[config.mk]
export PLATFORM = sky130hd
export DESIGN_NAME = enemy_spawn_control
export DESIGN_NICKNAME = d
export VERILOG_FILES = /design/src/rtl/enemy_spawn_control_pkg.sv /design/src/rtl/enemy_spawn_control_slot_pick.sv /design/src/rtl/enemy_spawn_control.sv
export SDC_FILE = /design/constraint.sdc
export NUM_CORES = 1
export LEC_CHECK = 0
export CORE_ASPECT_RATIO = 0.7
export CORE_MARGIN = 2
export CORE_UTILIZATION = 59
export DETAILED_ROUTE_END_ITERATION = 10
export GPL_TIMING_DRIVEN = 0
export HOLD_SLACK_MARGIN = 0.03
export PLACE_DENSITY_LB_ADDON = 0.3
export SYNTH_ARGS = -nofsm -noshare
export SYNTH_HDL_FRONTEND = slang
export SYNTH_HIERARCHICAL = 1
export SYNTH_SLANG_ARGS = --single-unit
[constraint.sdc]
create_clock -name clk -period 12 [get_ports clk]
set_input_delay 2.4 -clock clk [delete_from_list [all_inputs] [get_ports clk]]
set_output_delay 2.4 -clock clk [all_outputs]
set_load 0.05 [all_outputs]
[src/rtl/enemy_spawn_control_pkg.sv]
// Shared types and helpers for the enemy spawn controller.
package enemy_spawn_control_pkg;

  typedef enum logic [1:0] {
    S_IDLE   = 2'd0,
    S_RUN    = 2'd1,
    S_PAUSED = 2'd2
  } state_e;

  localparam int unsigned DEF_N_SLOTS = 10;
  localparam int unsigned DEF_AMT_W   = 4;
  localparam int unsigned MAX_SLOTS   = 16;
  localparam int unsigned CNT_W       = 5;

  // Population count over the widest supported slot mask.
  function automatic logic [CNT_W-1:0] popcount(input logic [MAX_SLOTS-1:0] v);
    logic [CNT_W-1:0] n;
    n = '0;
    for (int i = 0; i < int'(MAX_SLOTS); i++) begin
      n = n + CNT_W'(v[i]);
    end
    return n;
  endfunction

endpackage

[src/rtl/enemy_spawn_control_slot_pick.sv]
// Combinational slot selection: lowest free slot, highest occupied slot,
// free flag and occupancy count of a visibility mask.
module enemy_spawn_control_slot_pick
  import enemy_spawn_control_pkg::*;
#(
  parameter int unsigned N_SLOTS = DEF_N_SLOTS,
  parameter int unsigned AMT_W   = DEF_AMT_W
) (
  input  logic [N_SLOTS-1:0] i_vis,
  output logic [N_SLOTS-1:0] o_low_zero,
  output logic [N_SLOTS-1:0] o_high_one,
  output logic               o_any_free,
  output logic [AMT_W-1:0]   o_count
);

  // Adding one ripples through the trailing ones and lands on the first zero.
  assign o_low_zero = ~i_vis & (i_vis + N_SLOTS'(1));
  assign o_any_free = ~&i_vis;
  assign o_count    = AMT_W'(popcount(MAX_SLOTS'(i_vis)));

  // Highest set bit as a one-hot; later iterations override earlier ones.
  always_comb begin
    o_high_one = '0;
    for (int i = 0; i < int'(N_SLOTS); i++) begin
      if (i_vis[i]) o_high_one = N_SLOTS'(1) << i;
    end
  end

endmodule

[src/rtl/enemy_spawn_control.sv]
// Enemy spawn controller: FSM, spawn timer and registered visibility mask.
// Optional feature macro: RESPAWN_HOLDOFF_EN (kills reload the spawn timer).
module enemy_spawn_control
  import enemy_spawn_control_pkg::*;
#(
  parameter int unsigned N_SLOTS     = DEF_N_SLOTS,
  parameter int unsigned AMT_W       = DEF_AMT_W,
  parameter int unsigned SPAWN_TICKS = 60,
  parameter int unsigned TMR_W       = 8
) (
  input  logic               clk,
  input  logic               resetn,
  input  logic               tick,
  input  logic               start,
  input  logic               pause,
  input  logic               stop,
  input  logic [AMT_W-1:0]   target_amount,
  input  logic [N_SLOTS-1:0] kill,
  output logic [N_SLOTS-1:0] vis,
  output logic [AMT_W-1:0]   active_count,
  output logic               spawn_pulse,
  output logic               wave_clear
);

  localparam logic [TMR_W-1:0] RELOAD = TMR_W'(SPAWN_TICKS - 1);

  state_e             r_state;
  state_e             w_state_nxt;
  logic [N_SLOTS-1:0] r_vis;
  logic [N_SLOTS-1:0] w_vis_nxt;
  logic [AMT_W-1:0]   r_count;
  logic [TMR_W-1:0]   r_timer;
  logic [TMR_W-1:0]   w_timer_nxt;
  logic               r_spawn_pulse;
  logic               w_spawn_nxt;
  logic               r_wave_clear;
  logic               w_wave_nxt;

  logic [N_SLOTS-1:0] w_low_zero;
  logic [N_SLOTS-1:0] w_high_one;
  logic               w_any_free;
  logic [AMT_W-1:0]   w_cnt;
  logic [AMT_W-1:0]   w_tgt;
  logic               w_go;
  logic               w_spawn;
  logic               w_retire;
  logic               w_kill_hit;

  enemy_spawn_control_slot_pick #(
    .N_SLOTS (N_SLOTS),
    .AMT_W   (AMT_W)
  ) u_slot_pick (
    .i_vis      (r_vis),
    .o_low_zero (w_low_zero),
    .o_high_one (w_high_one),
    .o_any_free (w_any_free),
    .o_count    (w_cnt)
  );

  // Requested amount clamped to 1..N_SLOTS, sampled live.
  always_comb begin
    if (target_amount == '0)                   w_tgt = AMT_W'(1);
    else if (target_amount > AMT_W'(N_SLOTS))  w_tgt = AMT_W'(N_SLOTS);
    else                                       w_tgt = target_amount;
  end

  // State register.
  always_ff @(posedge clk or negedge resetn) begin
    if (!resetn) r_state <= S_IDLE;
    else         r_state <= w_state_nxt;
  end

  // Next-state logic; stop overrides everything.
  always_comb begin
    w_state_nxt = r_state;
    if (stop) begin
      w_state_nxt = S_IDLE;
    end else begin
      case (r_state)
        S_IDLE:   if (start)  w_state_nxt = S_RUN;
        S_RUN:    if (pause)  w_state_nxt = S_PAUSED;
        S_PAUSED: if (!pause) w_state_nxt = S_RUN;
        default:  w_state_nxt = S_IDLE;
      endcase
    end
  end

  assign w_go       = (r_state == S_RUN) && !pause && tick;
  assign w_spawn    = w_go && (r_timer == '0) && (w_cnt < w_tgt) && w_any_free;
  assign w_retire   = w_go && (w_cnt > w_tgt);
  assign w_kill_hit = |(kill & r_vis);

  // Mask, timer and pulse next values; kills are applied after spawn/retire.
  always_comb begin
    w_vis_nxt   = r_vis;
    w_timer_nxt = r_timer;
    w_spawn_nxt = 1'b0;
    w_wave_nxt  = 1'b0;
    if (stop) begin
      w_vis_nxt   = '0;
      w_timer_nxt = RELOAD;
    end else if (r_state == S_IDLE) begin
      if (start) w_timer_nxt = '0;
    end else begin
      if (w_spawn)       w_vis_nxt = r_vis | w_low_zero;
      else if (w_retire) w_vis_nxt = r_vis & ~w_high_one;
      w_vis_nxt = w_vis_nxt & ~kill;
      if (w_go) begin
        if (r_timer != '0) w_timer_nxt = r_timer - TMR_W'(1);
        else if (w_spawn)  w_timer_nxt = RELOAD;
      end
`ifdef RESPAWN_HOLDOFF_EN
      if (w_kill_hit) w_timer_nxt = RELOAD;
`else
`endif
      w_spawn_nxt = w_spawn;
      w_wave_nxt  = w_kill_hit && (w_vis_nxt == '0);
    end
  end

  // Datapath registers.
  always_ff @(posedge clk or negedge resetn) begin
    if (!resetn) begin
      r_vis         <= '0;
      r_count       <= '0;
      r_timer       <= RELOAD;
      r_spawn_pulse <= 1'b0;
      r_wave_clear  <= 1'b0;
    end else begin
      r_vis         <= w_vis_nxt;
      r_count       <= AMT_W'(popcount(MAX_SLOTS'(w_vis_nxt)));
      r_timer       <= w_timer_nxt;
      r_spawn_pulse <= w_spawn_nxt;
      r_wave_clear  <= w_wave_nxt;
    end
  end

  assign vis          = r_vis;
  assign active_count = r_count;
  assign spawn_pulse  = r_spawn_pulse;
  assign wave_clear   = r_wave_clear;

endmodule

==> metrics.txt, run 1 <==
routed length per instance between 15 and 20 µm; setup total negative slack 0 ns; final number of hold-violating endpoints 0; quantity of I/O buffers inserted on ports 35; H-tree level count 1; Synth Register Bits 26; vias in the first global route 2159; first-pass GRT wire length 10.3 mm; part of the Yosys area used for sequential elements 27.8%; TritonCTS clock tree done; Routed Antenna Nets 0; Setup Skew 0.00462 ns; Die W 79.7 µm; Worst-path clk slew 0.09 ns; Final Slew Violations 0; Starting Density 61.0%; RSZ-0062 raised after global routing false; slack of the critical path 5.01 ns; vias per cell 6.09; Final setup viols 0; Hold Crit Class flop to flop; drt pass-1 iters 6; Slew headroom about 23%; Fillers 313; maximum number of pins on one net before global-route repair 27; Synth Flop Type dfrtp_1; max cap viols 0; met2 usage 45.5%; EDFF count, synth 0; core area around 3900 µm²; Final nets 365; # clock sinks 26; syn nets 325; met3 Use GR 5.54%; die height 57.0 µm; DR vias about 2300; signal arrival time at the worst endpoint 7.16 ns; row count 19; leakage between 0.001 and 0.0015 µW; DIE AREA 4540 µm²; initial antenna violation count 0; Setup crit end kind flop; number of post-CTS setup repair buffers 0; CP Data Required Time 12.17 ns; Tcrit/Tclk final 58.2%; Longest Clk Path Bufs 2; Antenna diodes 0; status completed; worst-margin pin slew 1.15 ns; clk_lat worst skew 0.27 ns; GRT Residual Overflow 0; Warnings, synthesis 6; clk root buf clkbuf_8; Setup CP Type flop to flop; synth unique cells 54; CP startpoint kind flop; global route hottest layer met2; IO Count 36; Worst VDD drop around 0.00007 V; dpl ws 4.77 ns; cts hold-fix bufs 0; minimum clock period 6.99 ns; Starting DRT DRC Count 199; PwrDens 99.2 nW/µm²; CTS buffer count 3; P&R area growth vs syn 20.6%; post-CTS resize count 0; DRT Wirelength 6.17 mm; FFs w/ async S/R, synth 100%; DRC 0; HPWL after detailed placement between 4 and 5 mm; layout cell share with drive strength beyond 1 7.50%; met1 Usage GRT 43.2%; CP Max Fanout 9; GR Util All Layers 29.0%; Max Freq 143 MHz; Syn Area/Cell 8.42 µm²; GPL Wtd Cong 0.983; Synth Cell Area 2360 µm²; Synth Instances 281
state kept, by name, indices dropped and copies added (netlist names):
register,flops
active_count,4
vis,10
r_timer,8
spawn_pulse,1
r_state,2
wave_clear,1
final timing paths:
path                                             start                        end  slack (ns)  depth (start not counted)
worst min register to register  r_timer[4]$_DFFE_PN1P_     r_timer[4]$_DFFE_PN1P_        0.53                          2
worst min-delay path            r_timer[4]$_DFFE_PN1P_     r_timer[4]$_DFFE_PN1P_        0.53                          2
min in group asynchronous                       resetn      spawn_pulse$_DFF_PN0_        2.73                          1
worst max-delay path                  vis[3]$_DFF_PN0_  active_count[2]$_DFF_PN0_        5.01                         25
worst max register to register        vis[3]$_DFF_PN0_  active_count[2]$_DFF_PN0_        5.01                         25
max in group asynchronous                       resetn           vis[0]$_DFF_PN0_        8.58                          1
area by class of cell:
type	instances	area [µm²]	share of cell area, %
Inverter	32	120	4.21
Buffer	10	61.3	2.15
Clock inverter	1	30.0	1.05
Sequential cell	26	657	23.0
Clock buffer	3	41.3	1.45
Multi-Input combinational cell	213	1530	53.5
Tap cell	52	65.1	2.28
Timing Repair Buffer	35	350	12.3
worst max-delay path, cell delays in order (launching register included):
cell,delay (ns)
dfrtp_1,0.56
inv_1,0.16
fa_1,0.51
fa_1,0.54
fa_1,0.41
inv_1,0.07
ha_1,0.15
inv_1,0.05
fa_1,0.48
inv_1,0.04
ha_1,0.28
nor2b_1,0.16
o211ai_2,0.17
a21oi_2,0.41
a21oi_1,0.17
a41oi_1,0.20
a21oi_1,0.14
fa_1,0.55
inv_1,0.05
fa_1,0.47
inv_1,0.05
fa_1,0.48
ha_1,0.18
inv_1,0.06
fa_1,0.37
xor2_1,0.17
synthesized netlist by cell type (all sizes together) (2+ instances only):
library cell  instances  share of area [%]
nand3                 7                1.7
a21o                  3               0.95
a211o                 2               0.74
nand4                 4                1.1
clkbuf                5               0.79
nor3                 20                4.4
dfstp                 5                5.6
o211ai                2               0.85
a22o                  2               0.74
a21boi                3               0.95
a211oi                5                1.8
xor2                  2               0.74
inv                  32                5.1
nand2b               15                4.0
or3                   3               0.79
o21bai                3               0.95
and3                  2               0.53
o21ai                 9                1.9
nand3b                2               0.63
dfrtp                21                 22
ha                   12                6.3
nor3b                 3               0.95
or2                   2               0.53
fa                   12                 10
nor4                  3               0.79
nand2                13                2.1
nor4b                 3                2.3
nor2b                 3               0.79
a21oi                27                5.9
o22ai                 4                1.1
buf                   5                1.8
nor2                 33                5.2
a221oi                3                1.1
power breakdown:
| group | switching [µW] | total (µW) | internal, µW |
|---|---|---|---|
| registers | 10.6 | 107 | 96.7 |
| clock network | 28.0 | 72.6 | 44.6 |
| logic | 62.5 | 103 | 40.5 |
metal layers:
metal  up-vias  part of all wire [%]
met5         -                     0
met4         0                   1.3
li1       1060                     -
met2        88                    45
met1      1105                    45
met3        14                   8.7
kinds of logic (layout without fill, tap and decap cells):
| logic type | count (synthesis) | in the layout | share of synthesized area (%) |
|---|---|---|---|
| fa+ha+maj | 25 | 25 | 16.9 |
| flops | 26 | 26 | 27.8 |
| simple gates | 116 | 116 | 27.1 |
| xor+xnor | 3 | 3 | 1.11 |
| compound gates | 68 | 68 | 18.9 |
| buf+inv | 42 | 81 | 7.67 |
| mux | 1 | 1 | 0.423 |
cells in the final DEF, fill, tap and decap left out, drive strengths merged, types with 4 or more instances in the layout:
cell type	n
nand2b	15
ha	12
clkbuf	8
dfrtp	21
a211oi	5
buf	5
o22ai	4
nand3	7
fa	12
inv	32
clkdlybuf4s50	35
nand4	4
a21oi	27
nor3	20
nor2	33
o21ai	9
dfstp	5
nand2	13
metrics by stage:
stage | utilization [%] | cells | cell area (µm²) | total power, µW | hold slack (ns)
2_1_floorplan | - | 281 | 2360 | 175 | 0.483
3_3_place_gp | 71.7 | 368 | 2780 | 207 | 0.499
3_5_place_dp | 71.7 | 368 | 2780 | 210 | 0.519
4_1_cts | 73.6 | 372 | 2850 | 283 | 0.532
5_1_grt | 73.6 | 372 | 2850 | 299 | 0.571
6_report | 73.6 | 372 | 2850 | 283 | 0.531
Note: power is estimated with default switching activity, not from simulation.
==> inputs of run 2 (changes only) <==
Settings changed: CORE_UTILIZATION 59 to 49.
Clock period 12 ns to 6.16 ns, I/O delays scaled along.
==> metrics.txt, run 2 (synthesis gave the netlist of run 1 again) <==
status finished, violations left; violated checks setup timing; Final nets 384 (+5.2%); worst r2r src vis[1]$_DFF_PN0_; PwrDens 174 nW/µm² (+75%); clk_lat worst skew 0.27 ns (about the same); Util after Layout 67.6% (-6.0 points); final number of hold-violating endpoints 0 (unchanged); vias in the first global route 2132 (-1.3%); met2 WL 2.94 mm (+5.2%); CTS buffer count 3 (unchanged); slack of the critical path -0.382 ns (-5.39 ns); vias per cell 5.89 (-3.3%); max cap viols 0 (unchanged); Worst-path clk slew 0.09 ns (about the same); Routed Antenna Nets 0 (unchanged); Die W 87.0 µm (+9.2%); clk root buf clkbuf_8; minimum clock period 6.54 ns (-0.448 ns); signal arrival time at the worst endpoint 6.72 ns (-0.44 ns); GPL Wtd Cong 0.933 (-5.1%); CP Max Fanout 8 (-1); Worst VDD drop 0.000106 V (+51%); Starting Density 50.3% (-11 points); # clock sinks 26 (unchanged); Setup Skew 0.00148 ns (-0.00314 ns); TritonCTS clock tree done; Slew headroom 23.4% (+0.15 points); Final Slew Violations 0 (unchanged); highest metal used met4; Longest Clk Path Bufs 2 (unchanged); DRT Wirelength 6.69 mm (+8.6%); HPWL after detailed placement 4.85 mm (+1.7%); Antenna diodes 0 (unchanged); CP startpoint vis[1]$_DFF_PN0_; Internal Power 341 µW (+87%); Setup crit end kind flop; Hold Path Origin r_timer[6]$_DFFE_PN0P_; share of power burned in registers 37.1% (-0.8 points); GR Util All Layers 24.9% (-4.1 points); Starting DRT DRC Count 193 (-3.0%); H-tree level count 1 (unchanged); Max Freq 153 MHz (+6.8%); max FFs per register 10 (unchanged); layout cell share with drive strength beyond 1 23.6% (+16 points); WHS 0.530 ns (-0.000520 ns); commonest non-fill, non-tap cells in the layout 35 x clkdlybuf4s50_1, 32 x nor2_1, 24 x inv_1; Final setup viols 3 (+3); routed length per instance 16.9 µm (+2.0%); row count 21 (+2); commonest non-fill, non-tap cell in the layout clkdlybuf4s50_1; clock share of power 18.0% (-7.7 points); worst-margin pin slew 1.15 ns (-0.00224 ns); die height 62.1 µm (+9.0%); initial antenna violation count 0 (unchanged); leakage 0.00125 µW (+7.8%); GRT Residual Overflow 0 (unchanged); Setup CP Type flop to flop; RSZ-0062 raised after global routing true; first-pass GRT wire length 10.6 mm (+3.0%); Design Power 553 µW (+96%); DRC 0 (unchanged); DR vias 2334 (+3.0%); CP startpoint kind flop; Tcrit/Tclk final 106% (+48 points); drt pass-1 iters 6 (unchanged); CP Data Required Time 6.34 ns (-5.83 ns); Fillers 371 (+19%); Gate power share 44.9% (+8.5 points); core area 4700 µm² (+21%); Sw Pwr 213 µW (+110%); multi-input logic area 1710 µm² (+12%); flip-flop and latch area 667 µm² (+1.5%); cts hold-fix bufs 0 (unchanged); DIE AREA 5410 µm² (+19%); Sw Share 38.5% (+2.7 points); P&R area growth vs syn 34.5%; IO Count 36 (unchanged); quantity of I/O buffers inserted on ports 35 (unchanged); Hold Crit Class flop to flop; DR WL met3 594 µm (+10%); maximum number of pins on one net before global-route repair 27 (unchanged); M1 WL 3.15 mm (+14%)
## run 2: worst paths after layout
kind | to | slack (ns) | cells after the start
worst max-delay path | active_count[1]$_DFF_PN0_ | -0.38 | 26
worst min-delay path | r_timer[6]$_DFFE_PN0P_ | 0.53 | 1
worst max register to register | active_count[1]$_DFF_PN0_ | -0.38 | 26
worst min register to register | r_timer[6]$_DFFE_PN0P_ | 0.53 | 1
max in group asynchronous | vis[5]$_DFF_PN0_ | 3.77 | 1
min in group asynchronous | r_timer[2]$_DFFE_PN0P_ | 1.57 | 1
## run 2: layer usage
layer | vias to the layer above | track usage [%]
li1 | 1096 | -
met1 | 1127 | 40.1
met2 | 109 | 35.6
met3 | 2 | 4.79
met4 | 0 | 2.54
met5 | - | 0
## run 2: what timing repair did
item                       4_1_cts  5_1_grt
pin swaps                        7       14
gates resized for setup          5       16
setup buffers                    7       12
setup endpoints to repair        4        4
## run 2: cell type report
type / instances / area share [%]
multi-input combinational: 213 / 53.7
clock buffer: 4 / 1.42
buffer: 10 / 1.93
tap: 57 / 2.24
timing repair buffer: 54 / 15.9
inverter: 32 / 3.78
sequential: 26 / 21.0
## run 2: worst max-delay path, stage by stage (launching register included)
cell	delay, ns
dfrtp_2	0.47
inv_2	0.11
fa_1	0.47
fa_1	0.52
fa_1	0.40
inv_1	0.07
ha_2	0.17
inv_2	0.04
fa_1	0.49
inv_2	0.05
ha_4	0.26
nor2b_4	0.15
o211ai_4	0.13
a21oi_4	0.20
buf_12	0.15
a21oi_4	0.06
a41oi_2	0.17
a21oi_2	0.10
fa_1	0.59
inv_2	0.05
fa_1	0.51
inv_1	0.05
fa_1	0.51
ha_4	0.15
inv_2	0.04
fa_2	0.51
inv_1	0.03
## run 2: stage by stage
stage | worst slack (ns) | TNS (ns) | cells | area, µm²
after floorplan | -0.212 | -0.379 | 281 | 2460
after global placement | -0.439 | -1.05 | 373 | 2880
after detailed placement | -0.532 | -1.34 | 373 | 2880
after CTS | -0.320 | -0.627 | 384 | 3010
after global routing | -0.570 | -1.52 | 396 | 3180
final | -0.382 | -0.815 | 396 | 3180
## run 2: power by group through the flow
stage | Combinational (µW) | Clock (µW) | Sequential [µW]
finish | 248 | 99.5 | 206
global route | 271 | 110 | 208
CTS | 224 | 102 | 206
detailed placement | 214 | 0 | 212
global placement | 207 | 0 | 211
floorplan | 116 | 0 | 239
==> RTL change, RTL diff (settings of run 2) <==
Change the package constant `DEF_AMT_W` from 4 to 6.
--- a/src/rtl/enemy_spawn_control_pkg.sv
+++ b/src/rtl/enemy_spawn_control_pkg.sv
@@ -10,3 +10,3 @@
   localparam int unsigned DEF_N_SLOTS = 10;
-  localparam int unsigned DEF_AMT_W   = 4;
+  localparam int unsigned DEF_AMT_W   = 6;
   localparam int unsigned MAX_SLOTS   = 16;
Ports: changed (resized active_count and target_amount); port bits go from 36 to 40. No check against the original RTL was run, so the function may have changed too.
==> RTL change against run 2 <==
The run still ends with negative setup slack left; worst setup slack got worse by 0.30 ns; design area fell by 4.1%; wire length fell by 1.8%; sequential cell count did not move; sequential share of layout area rose by 0.89 points; core utilization rose by 0.89 points; synthesized area fell by 1.4%.
Power is not compared: it rests on default switching activity, and its combinational part moved more than twofold at a synthesized area within 25%.
==> RTL change: results (changes against run 2) <==
placed_design:
  placed_area_um2: 2830  # -1.7%
  placed_cells: 358  # -4.0%
  io_buffers: 37  # +5.7%
  dp_hpwl_um: 4720  # -2.6%
  place.gp.congestion: 0.924  # -0.98%
synth:
  synth_xor_area_share_pct: 1.13  # +0.016 points
  ys_types: 60  # +11%
  synth_commonest_cells: "inv_1 (26), dfrtp_1 (21), nor2_1 (19), nand2_1 (17), a21oi_1 (16)"
  synthAdderAreaFrac_pct: 17.8  # +0.89 points
  synth_area_per_cell_um2: 8.86  # +5.3%
  ys.flop_type: "dfrtp_1"
  synth.most_common_cell: "inv_1"
  seq_area_frac_synth_pct: 28.2  # +0.40 points
  synthMuxAreaShare_pct: 0.429  # +0.0061 points
  synth_compound_area_share_pct: 21.4  # +2.4 points
  synth-async-reset-ratio_pct: 100  # unchanged
  synth.area.top_cells: "dfrtp_1 (23%), fa_1 (10%), ha_1 (7.5%)"
clocking:
  clk_pin_slew_ns: 0.09  # about the same
  clock_path_buffers: 2  # unchanged
  cts_buffers: 3  # unchanged
route:
  vias_per_cell: 5.97  # +1.2%
  first_pass_iters: 5  # -1
  routed_wl_um: 6570  # -1.8%
  vias: 2231  # -4.4%
  dr.first_iter.drc_count: 325  # +68%
worst_hold_path:
  holdPathStages: 1  # unchanged
  holdPathEnd: "r_timer[7]"
  hp-start: "r_timer[7]"
sta:
  setup_slack_ns: -0.686  # -0.304 ns
  finalSetupTns_ns: -1.82  # -1.00 ns
  skew_ns: 0.00970  # +0.00822 ns
  hold_ws_ns: 0.488  # -0.0424 ns
  max_slew_margin_pct: 21.7  # -1.7 points
  finalSetupViolations: 4  # +1
critical_path:
  slowest_delay_ns: 0.54  # -0.05 ns
  critPathSlowestCell: "fa_2"
  reg2reg_from: "vis[5]"
  worst_r2r_path_depth: 26  # unchanged
grt:
  grt_pass1_vias: 2116  # -0.75%
  grt_max_degree: 27  # unchanged
  grt_pass1_wl_um: 10700  # +1.2%
  gr-usage-all-layers_pct: 26.3  # +1.4 points
status:
  violations: "negative setup slack"
  status: "complete, but fails checks"
cells_and_area:
  final_nets: 368  # -4.2%
  drive_gt1_share_pct: 23.8  # +0.23 points
  fillers: 362  # -2.4%
## RTL change: cell count changes after synthesis, sizes merged, moves of 5 or more
cell    before  now
nand2b      15    2
nor2        33   22
a21oi       27   17
o21a         0    8
a31oi        1    7
inv         32   26
nor3        20   14
and2         0    5
## RTL change: final cells by class
cell class,count,share of cell area [%]
clock buffers,4,1.80
repair buffers,49,15.1
flip-flops and latches,26,21.9
inverters,26,3.20
well taps,55,2.26
plain buffers,12,2.62
multi-input cells,202,53.2
## RTL change: metrics by stage
| stage | utilization [%] | setup WS, ns |
|---|---|---|
| after floorplan | - | -0.536 |
| after global placement | 63.5 | -0.797 |
| after detailed placement | 63.5 | -0.922 |
| after CTS | 67.3 | -0.704 |
| after global routing | 68.5 | -0.894 |
| final | 68.5 | -0.686 |
## RTL change: repair_timing
action | CTS | global route
pin swaps | 4 | 5
resized for setup | 7 | 8
setup buffers | 9 | 3
cloned | 0 | 0
setup endpoints to repair | 4 | 4
hold buffers | 0 | 0
## RTL change: per-layer routing
layer / share of wire (%) / vias to the layer above / track usage, % / routed length (µm)
met5: 0 / - / 0 / 0
met4: 0.90 / 0 / 2.90 / 59
met3: 9.2 / 12 / 6.61 / 603
met2: 43 / 108 / 40.3 / 2840
met1: 47 / 1070 / 39.5 / 3070
li1: - / 1041 / - / -
## RTL change: cell families (layout without fill, tap and decap cells)
logic type                 Yosys count  after routing
muxes                                1              1
other                                3              6
xor gates and xnor gates             3              3
AOI/OAI and AO/OA                   73             73
buffers and inverters               38             91
adders and majority gates           26             26
DFF                                 26             26
and+or+nand+nor                     93             93
## RTL change: power by group
part	leakage, µW	internal (µW)	switching (µW)
Sequential	0.000335	178	4.90
Clock	0.0000288	57.1	52.6
Combinational	0.000820	30.6	42.2
Total	0.00118	266	99.8
